**config.mk**
```make
export PLATFORM = sky130hd
export DESIGN_NAME = act_sparse_encoder_flat
export DESIGN_NICKNAME = d
export VERILOG_FILES = /design/src/rtl/act_sparse_encoder_pkg.sv /design/src/rtl/act_sparse_encoder_if.sv /design/src/rtl/sparse_enc_bank.sv /design/src/rtl/act_sparse_encoder.sv /design/src/flat_wrapper.sv
export SDC_FILE = /design/constraint.sdc
export NUM_CORES = 1
export LEC_CHECK = 0
export ABC_AREA = 0
export CAP_MARGIN = 20
export CORE_MARGIN = 5
export CORE_UTILIZATION = 45
export CTS_CLUSTER_SIZE = 10
export DETAILED_ROUTE_END_ITERATION = 8
export GPL_ROUTABILITY_DRIVEN = 1
export PLACE_DENSITY = 0.84
export SLEW_MARGIN = 15
export SYNTH_ARGS = -nofsm -noshare
export SYNTH_HDL_FRONTEND = slang
export SYNTH_SLANG_ARGS = --single-unit
```
**constraint.sdc**
```tcl
create_clock -name clk -period 1.8 [get_ports clk]
set_input_delay 0.36 -clock clk [delete_from_list [all_inputs] [get_ports clk]]
set_output_delay 0.36 -clock clk [all_outputs]
set_load 0.005 [all_outputs]
```
**src/rtl/act_sparse_encoder_pkg.sv**
```systemverilog
// act_sparse_encoder_pkg: shared sparse activation format parameters and helpers
package act_sparse_encoder_pkg;
    localparam int DEF_DATA_WIDTH = 8;
    localparam int DEF_CHANNEL_DEPTH = 32;
    typedef enum logic {FILL = 1'b0, FULL = 1'b1} bank_st_t;
    function automatic int C_LOG_2(input int n);
        int r = 0;
        for (int i = 0; i < 31; i++) if ((1 << i) < n) r = i + 1;
        return r;
    endfunction
endpackage

```
**src/rtl/act_sparse_encoder_if.sv**
```systemverilog
// act_sparse_encoder_if: dense input and encoded block handshake bundle
interface act_sparse_encoder_if
    import act_sparse_encoder_pkg::*;
#(
    parameter int DATA_WIDTH = DEF_DATA_WIDTH,
    parameter int CHANNEL_DEPTH = DEF_CHANNEL_DEPTH
);
    logic                                in_vld;
    logic                                in_rdy;
    logic [DATA_WIDTH-1:0]               in_dat;
    logic                                out_vld;
    logic                                out_rdy;
    logic [CHANNEL_DEPTH-1:0]            out_flg;
    logic [DATA_WIDTH*CHANNEL_DEPTH-1:0] out_dat;
    logic [C_LOG_2(CHANNEL_DEPTH):0]     out_cnt;
    modport master(output in_vld, in_dat, out_rdy, input in_rdy, out_vld, out_flg, out_dat, out_cnt);
    modport slave(input in_vld, in_dat, out_rdy, output in_rdy, out_vld, out_flg, out_dat, out_cnt);
endinterface

```
**src/rtl/sparse_enc_bank.sv**
```systemverilog
// sparse_enc_bank: one block buffer holding the flag bitmap, compacted nonzeros and count
module sparse_enc_bank
    import act_sparse_encoder_pkg::*;
#(
    parameter int DATA_WIDTH = DEF_DATA_WIDTH,
    parameter int CHANNEL_DEPTH = DEF_CHANNEL_DEPTH
)(
    input  logic                                clk,
    input  logic                                rst_n,
    input  logic                                i_we,
    input  logic                                i_last,
    input  logic                                i_clr,
    input  logic [C_LOG_2(CHANNEL_DEPTH)-1:0]   i_ch,
    input  logic [DATA_WIDTH-1:0]               i_dat,
    output logic                                o_full,
    output logic [CHANNEL_DEPTH-1:0]            o_flg,
    output logic [DATA_WIDTH*CHANNEL_DEPTH-1:0] o_dat,
    output logic [C_LOG_2(CHANNEL_DEPTH):0]     o_cnt
);
    localparam int LW = C_LOG_2(CHANNEL_DEPTH);
    bank_st_t                                r_st, w_st;
    logic [CHANNEL_DEPTH-1:0]                r_flg;
    logic [CHANNEL_DEPTH-1:0][DATA_WIDTH-1:0] r_dat;
    logic [LW:0]                             r_ptr;
    logic                                    w_nz;
    assign w_nz   = i_we && (i_dat != '0);
    assign o_full = r_st == FULL;
    assign o_flg  = r_flg;
    assign o_dat  = r_dat;
    assign o_cnt  = r_ptr;
    always_ff @(posedge clk or negedge rst_n) begin
        if (!rst_n) r_st <= FILL;
        else r_st <= w_st;
    end
    always_comb begin
        w_st = r_st;
        if (r_st == FILL && i_we && i_last) w_st = FULL;
        if (r_st == FULL && i_clr) w_st = FILL;
    end
    // Clearing on hand-off is what makes slots at or above the count read zero
    always_ff @(posedge clk or negedge rst_n) begin
        if (!rst_n) begin
            r_flg <= '0;
            r_dat <= '0;
            r_ptr <= '0;
        end else if (r_st == FULL && i_clr) begin
            r_flg <= '0;
            r_dat <= '0;
            r_ptr <= '0;
        end else if (w_nz) begin
            r_flg[i_ch]            <= 1'b1;
            r_dat[r_ptr[LW-1:0]]   <= i_dat;
            r_ptr                  <= r_ptr + (LW+1)'(1);
        end
    end
endmodule

```
**src/rtl/act_sparse_encoder.sv**
```systemverilog
// act_sparse_encoder: dense activation stream to flag/compacted-nonzero block encoder
// SPARSE_ENC_DBUF_EN selects two ping-pong banks instead of one.
module act_sparse_encoder
    import act_sparse_encoder_pkg::*;
#(
    parameter int DATA_WIDTH = DEF_DATA_WIDTH,
    parameter int CHANNEL_DEPTH = DEF_CHANNEL_DEPTH
)(
    input logic               clk,
    input logic               rst_n,
    act_sparse_encoder_if.slave bus
);
    localparam int LW = C_LOG_2(CHANNEL_DEPTH);
`ifdef SPARSE_ENC_DBUF_EN
    localparam int NB = 2;
`else
    localparam int NB = 1;
`endif
    logic [LW-1:0]                       r_ch;
    logic                                w_wsel, w_rsel, w_in_xfer, w_out_xfer, w_last;
    logic [NB-1:0]                       w_full;
    logic [CHANNEL_DEPTH-1:0]            w_flg [NB];
    logic [DATA_WIDTH*CHANNEL_DEPTH-1:0] w_dat [NB];
    logic [LW:0]                         w_cnt [NB];
    assign bus.in_rdy  = ~w_full[w_wsel];
    assign bus.out_vld = w_full[w_rsel];
    assign bus.out_flg = w_flg[w_rsel];
    assign bus.out_dat = w_dat[w_rsel];
    assign bus.out_cnt = w_cnt[w_rsel];
    assign w_in_xfer   = bus.in_vld && bus.in_rdy;
    assign w_out_xfer  = bus.out_vld && bus.out_rdy;
    assign w_last      = r_ch == LW'(CHANNEL_DEPTH-1);
    always_ff @(posedge clk or negedge rst_n) begin
        if (!rst_n) r_ch <= '0;
        else if (w_in_xfer) r_ch <= r_ch + LW'(1);
    end
`ifdef SPARSE_ENC_DBUF_EN
    logic r_wsel, r_rsel;
    // Both pointers advance in block order, so the drain bank is always the oldest full one
    always_ff @(posedge clk or negedge rst_n) begin
        if (!rst_n) begin
            r_wsel <= 1'b0;
            r_rsel <= 1'b0;
        end else begin
            if (w_in_xfer && w_last) r_wsel <= ~r_wsel;
            if (w_out_xfer) r_rsel <= ~r_rsel;
        end
    end
    assign w_wsel = r_wsel;
    assign w_rsel = r_rsel;
`else
    assign w_wsel = 1'b0;
    assign w_rsel = 1'b0;
`endif
    for (genvar b = 0; b < NB; b++) begin : g_bank
        sparse_enc_bank #(
            .DATA_WIDTH(DATA_WIDTH),
            .CHANNEL_DEPTH(CHANNEL_DEPTH)
        ) u_bank (
            .clk(clk),
            .rst_n(rst_n),
            .i_we(w_in_xfer && (w_wsel == 1'(b))),
            .i_last(w_last),
            .i_clr(w_out_xfer && (w_rsel == 1'(b))),
            .i_ch(r_ch),
            .i_dat(bus.in_dat),
            .o_full(w_full[b]),
            .o_flg(w_flg[b]),
            .o_dat(w_dat[b]),
            .o_cnt(w_cnt[b])
        );
    end
endmodule

```
**src/flat_wrapper.sv**
```systemverilog
// flat-port wrapper written by rule: the top's interface ports become plain ports
module act_sparse_encoder_flat import act_sparse_encoder_pkg::*;
#(
    parameter int DATA_WIDTH = DEF_DATA_WIDTH,
    parameter int CHANNEL_DEPTH = DEF_CHANNEL_DEPTH
)
  (clk, rst_n, bus_in_vld, bus_in_dat, bus_out_rdy, bus_in_rdy, bus_out_vld, bus_out_flg, bus_out_dat, bus_out_cnt);
  act_sparse_encoder_if #(.DATA_WIDTH(DATA_WIDTH), .CHANNEL_DEPTH(CHANNEL_DEPTH)) bus_i ();
  input logic clk;
  input logic rst_n;
  input wire logic [$bits(bus_i.in_vld)-1:0] bus_in_vld;
  input wire logic [$bits(bus_i.in_dat)-1:0] bus_in_dat;
  input wire logic [$bits(bus_i.out_rdy)-1:0] bus_out_rdy;
  output wire logic [$bits(bus_i.in_rdy)-1:0] bus_in_rdy;
  output wire logic [$bits(bus_i.out_vld)-1:0] bus_out_vld;
  output wire logic [$bits(bus_i.out_flg)-1:0] bus_out_flg;
  output wire logic [$bits(bus_i.out_dat)-1:0] bus_out_dat;
  output wire logic [$bits(bus_i.out_cnt)-1:0] bus_out_cnt;
  assign bus_i.in_vld = bus_in_vld;
  assign bus_i.in_dat = bus_in_dat;
  assign bus_i.out_rdy = bus_out_rdy;
  assign bus_in_rdy = bus_i.in_rdy;
  assign bus_out_vld = bus_i.out_vld;
  assign bus_out_flg = bus_i.out_flg;
  assign bus_out_dat = bus_i.out_dat;
  assign bus_out_cnt = bus_i.out_cnt;
  act_sparse_encoder #(.DATA_WIDTH(DATA_WIDTH), .CHANNEL_DEPTH(CHANNEL_DEPTH)) u_core (.clk(clk), .rst_n(rst_n), .bus(bus_i));
endmodule
```
==> impl_metrics.py <==
metrics = {
    "logic_synthesis": {
        "syn_area_per_cell_sq_um": 9.54,
        "syn-cell-area_sq_um": 12600,
        "async_flop_share_pct": 100,
        "synthTopCellsByArea": "dfrtp_1 60%, nand2_1 14%, o21ai_0 7.1%",
        "synthDistinctLibCells": 37,
        "seq_area_frac_synth_pct": 59.8,
        "yosys_warnings": 0,
        "syn_nets": 1338,
        "synth_area_leader_cell": "dfrtp_1",
        "ys_seq_elements": 300,
        "synth-main-ff-cell": "dfrtp_1",
        "synth_top_cell_area_share_pct": 59.8,
        "synth-edff-count": 0,
        "syn_inst": 1317,
    },
    "cells_and_area": {
        "drive_gt1_share_pct": 13.7,
        "area_delta_synth_final_pct": 43.2,
        "final_nets": 1681,
        "stdcell_area_sq_um": 18000,
        "finalNonFillerCells": 2048,
    },
    "global_route": {
        "grt_pass1_vias": 11300,
        "overflow": 0,
        "grt_pass1_wl_microns": 62800,
        "antenna_found_initial": 2,
        "grt_max_degree": 93,
        "grt_usage_pct": 25.3,
    },
    "cts": {
        "insertion_delay_ns": 0.52,
        "root_buffer": "clkbuf_16",
        "cts_buffers": 36,
        "cts_tree": "yes",
        "htreeDepth": 2,
        "cts_sinks": 300,
        "cts_buffer_depth": 3,
        "cts.clk_slew.worst_paths_ns": 0.05,
    },
    "timing": {
        "period_share_pct": 101,
        "hold_violations": 0,
        "period_needed_ns": 1.82,
        "tightest_slew_ns": 0.565,
        "finalSetupViolCount": 2,
        "setup_slack_ns": -0.0244,
        "fmax_ghz": 0.548,
        "fin_skew_ns": 0.0236,
        "grt_setup_unrepaired": "true",
        "slew_violations": 0,
        "fin_tns_setup_ns": -0.0320,
        "timing.slew.headroom_pct": 62.3,
        "whs_ns": 0.320,
    },
    "power_and_ir_drop": {
        "internal-power_w": 0.0191,
        "pwr-share-seq_pct": 39.6,
        "peakVddDrop_v": 0.000873,
        "p_sw_w": 0.00882,
        "powerDensity_nw_per_um2": 1550,
        "power.leakage_nw": 8.13,
        "combPwrFrac_pct": 37.3,
        "swShare_pct": 31.6,
        "p_clk_share_pct": 23.1,
    },
    "job": {
        "maxCapViolCount": 0,
    },
    "worst_setup_path": {
        "critPathBufInv": 3,
        "critical_path.max_stage_delay_ns": 0.41,
        "worstSetupEndpointType": "register",
        "cp_common_cell": "buf_6",
        "path_cells": "buf_6, buf_6, nand3b_1, a211o_1, buf_6, mux2i_2, nor2_1",
        "crit_arrival_ns": 2.21,
        "cp_top_family": "flip-flops",
        "crit_required_ns": 2.18,
        "path_class": "register to register",
        "slowest_stage": "dfrtp_2",
        "startpoint_type": "register",
        "cp_max_fo": 5,
    },
    "run_status": {
        "violations": "negative setup slack",
        "status": "complete, but fails checks",
    },
    "die": {
        "dieWidth_microns": 177,
        "fp.dieH_microns": 177,
        "dieArea_sq_um": 31400,
        "core_sq_um": 27700,
        "ios": 308,
        "rows": 61,
        "initial_core_util_pct": 45.3,
    },
    "routing": {
        "first_iter_violations": 940,
        "vias": 11200,
        "drt_wl_total_microns": 41300,
        "ant_nets": 0,
        "routedWlPerCell_microns": 20.2,
        "drc": 0,
        "first_pass_iters": 6,
        "viasPerCell": 5.46,
    },
    "placed_design": {
        "post-place-cells": 1973,
        "port-buffer-count": 307,
        "hpwl_microns": 26900,
        "place_area_sq_um": 16500,
        "post-place-ws_ns": -0.413,
        "place_congestion": 0.815,
    },
    "hold_path": {
        "hp-class": "input port to register",
    },
}
[kinds of logic after synthesis]
group | after synthesis | synth area share (%)
multiplexers | 12 | 0.966
AND/OR/NAND/NOR | 533 | 17.2
adder cells (fa/ha/maj) | 9 | 0.897
flip-flops | 300 | 59.8
XOR/XNOR | 4 | 0.279
AO/OA/AOI/OAI | 327 | 16.5
buffers and inverters | 132 | 4.40
[worst paths after layout]
check	start	endpoint	slack, ns	cells after the start
min	bus_in_dat[7]	u_core.g_bank[0].u_bank.o_dat[7]	0.32	4
min reg2reg	u_core.g_bank[0].u_bank.o_flg[10]	u_core.g_bank[0].u_bank.o_flg[10]	0.49	1
max	u_core.g_bank[0].u_bank.o_cnt[2]	u_core.g_bank[0].u_bank.o_dat[200]	-0.02	7
max reg2reg	u_core.g_bank[0].u_bank.o_cnt[2]	u_core.g_bank[0].u_bank.o_dat[200]	-0.02	7
max in group asynchronous	rst_n	u_core.g_bank[0].u_bank.o_dat[50]	0.79	3
min in group asynchronous	rst_n	u_core.g_bank[0].u_bank.o_dat[252]	0.38	2
[power groups by stage]
stage | logic (W) | clock network [W] | registers (W)
4_1_cts | 0.0101 | 0.00651 | 0.0110
6_report | 0.0104 | 0.00644 | 0.0111
2_1_floorplan | 0.00317 | 0 | 0.0109
3_5_place_dp | 0.0101 | 0 | 0.0111
5_1_grt | 0.0114 | 0.00677 | 0.0114
3_3_place_gp | 0.00969 | 0 | 0.0110
[worst min-delay path, delay by kind of cell]
| kind | cells | cell delay [ns] |
|---|---|---|
| AOI/OAI and AO/OA | 1 | 0.05 |
| and+or+nand+nor | 1 | 0.05 |
| buffers and inverters | 2 | 0.31 |
[Yosys cell counts (2+ instances only)]
cell type,number
o31ai_1,3
nor4_4,2
nor3b_1,3
or4_1,2
a32o_1,32
buf_2,37
buf_1,12
clkbuf_1,67
dfrtp_1,300
or3b_2,3
nand2_1,467
ha_1,9
mux2i_1,11
and3b_1,2
o21ai_0,179
and3_1,3
a211oi_2,30
nand3b_1,7
or3_1,2
o211ai_1,10
inv_1,13
o21ai_1,70
nor2_1,12
xnor2_1,3
buf_4,3
nand3_1,24
[through the flow]
step | utilization, % | power, W
global placement | 59.5 | 0.0207
global route | 64.9 | 0.0295
finish | 64.9 | 0.0279
detailed placement | 59.5 | 0.0212
floorplan | - | 0.0141
CTS | 63.2 | 0.0277
[final cells by class]
class / instances / area (sq um)
multi-input combinational: 885 / 4660
clock buffer: 44 / 982
timing repair buffer: 424 / 4280
antenna: 2 / 5.00
tap: 378 / 473
fill: 2099 / 9720
sequential: 300 / 7510
inverter: 13 / 48.8
clock inverter: 2 / 17.5
[cells in the final DEF (no fill, tap or decap), drive strengths merged, types with 9 or more instances in the layout]
cell type,n
a211oi,31
a32o,32
buf,125
clkbuf,47
clkdlybuf4s50,251
dfrtp,300
dlygate4sd2,18
dlymetal6s2s,26
ha,9
inv,15
mux2i,11
nand2,467
nand3,24
nor2,12
o211ai,10
o21ai,249
[state kept, by name, indices dropped and copies added (netlist names)]
register	count
u_core.g_bank.u_bank.o_cnt	6
u_core.g_bank.u_bank.o_dat	256
u_core.g_bank.u_bank.o_flg	32
u_core.g_bank.u_bank.o_full	1
u_core.r_ch	5
[timing repair]
action                                  in CTS  in global routing
pin swaps                                    1                 16
gates cloned                                 0                 10
buffers inserted                             4                 12
hold endpoints to repair                    40                  0
resized for setup                           29                129
endpoints found under the setup margin      23                177
hold buffers                                 1                  0
[metal layers]
metal,share of wire [%],GRT usage [%]
met2,49,41.5
met1,40,32.6
met5,0,0
met4,3.5,9.93
met3,8.4,6.26
No activity file was read; power rests on OpenSTA's default activity.
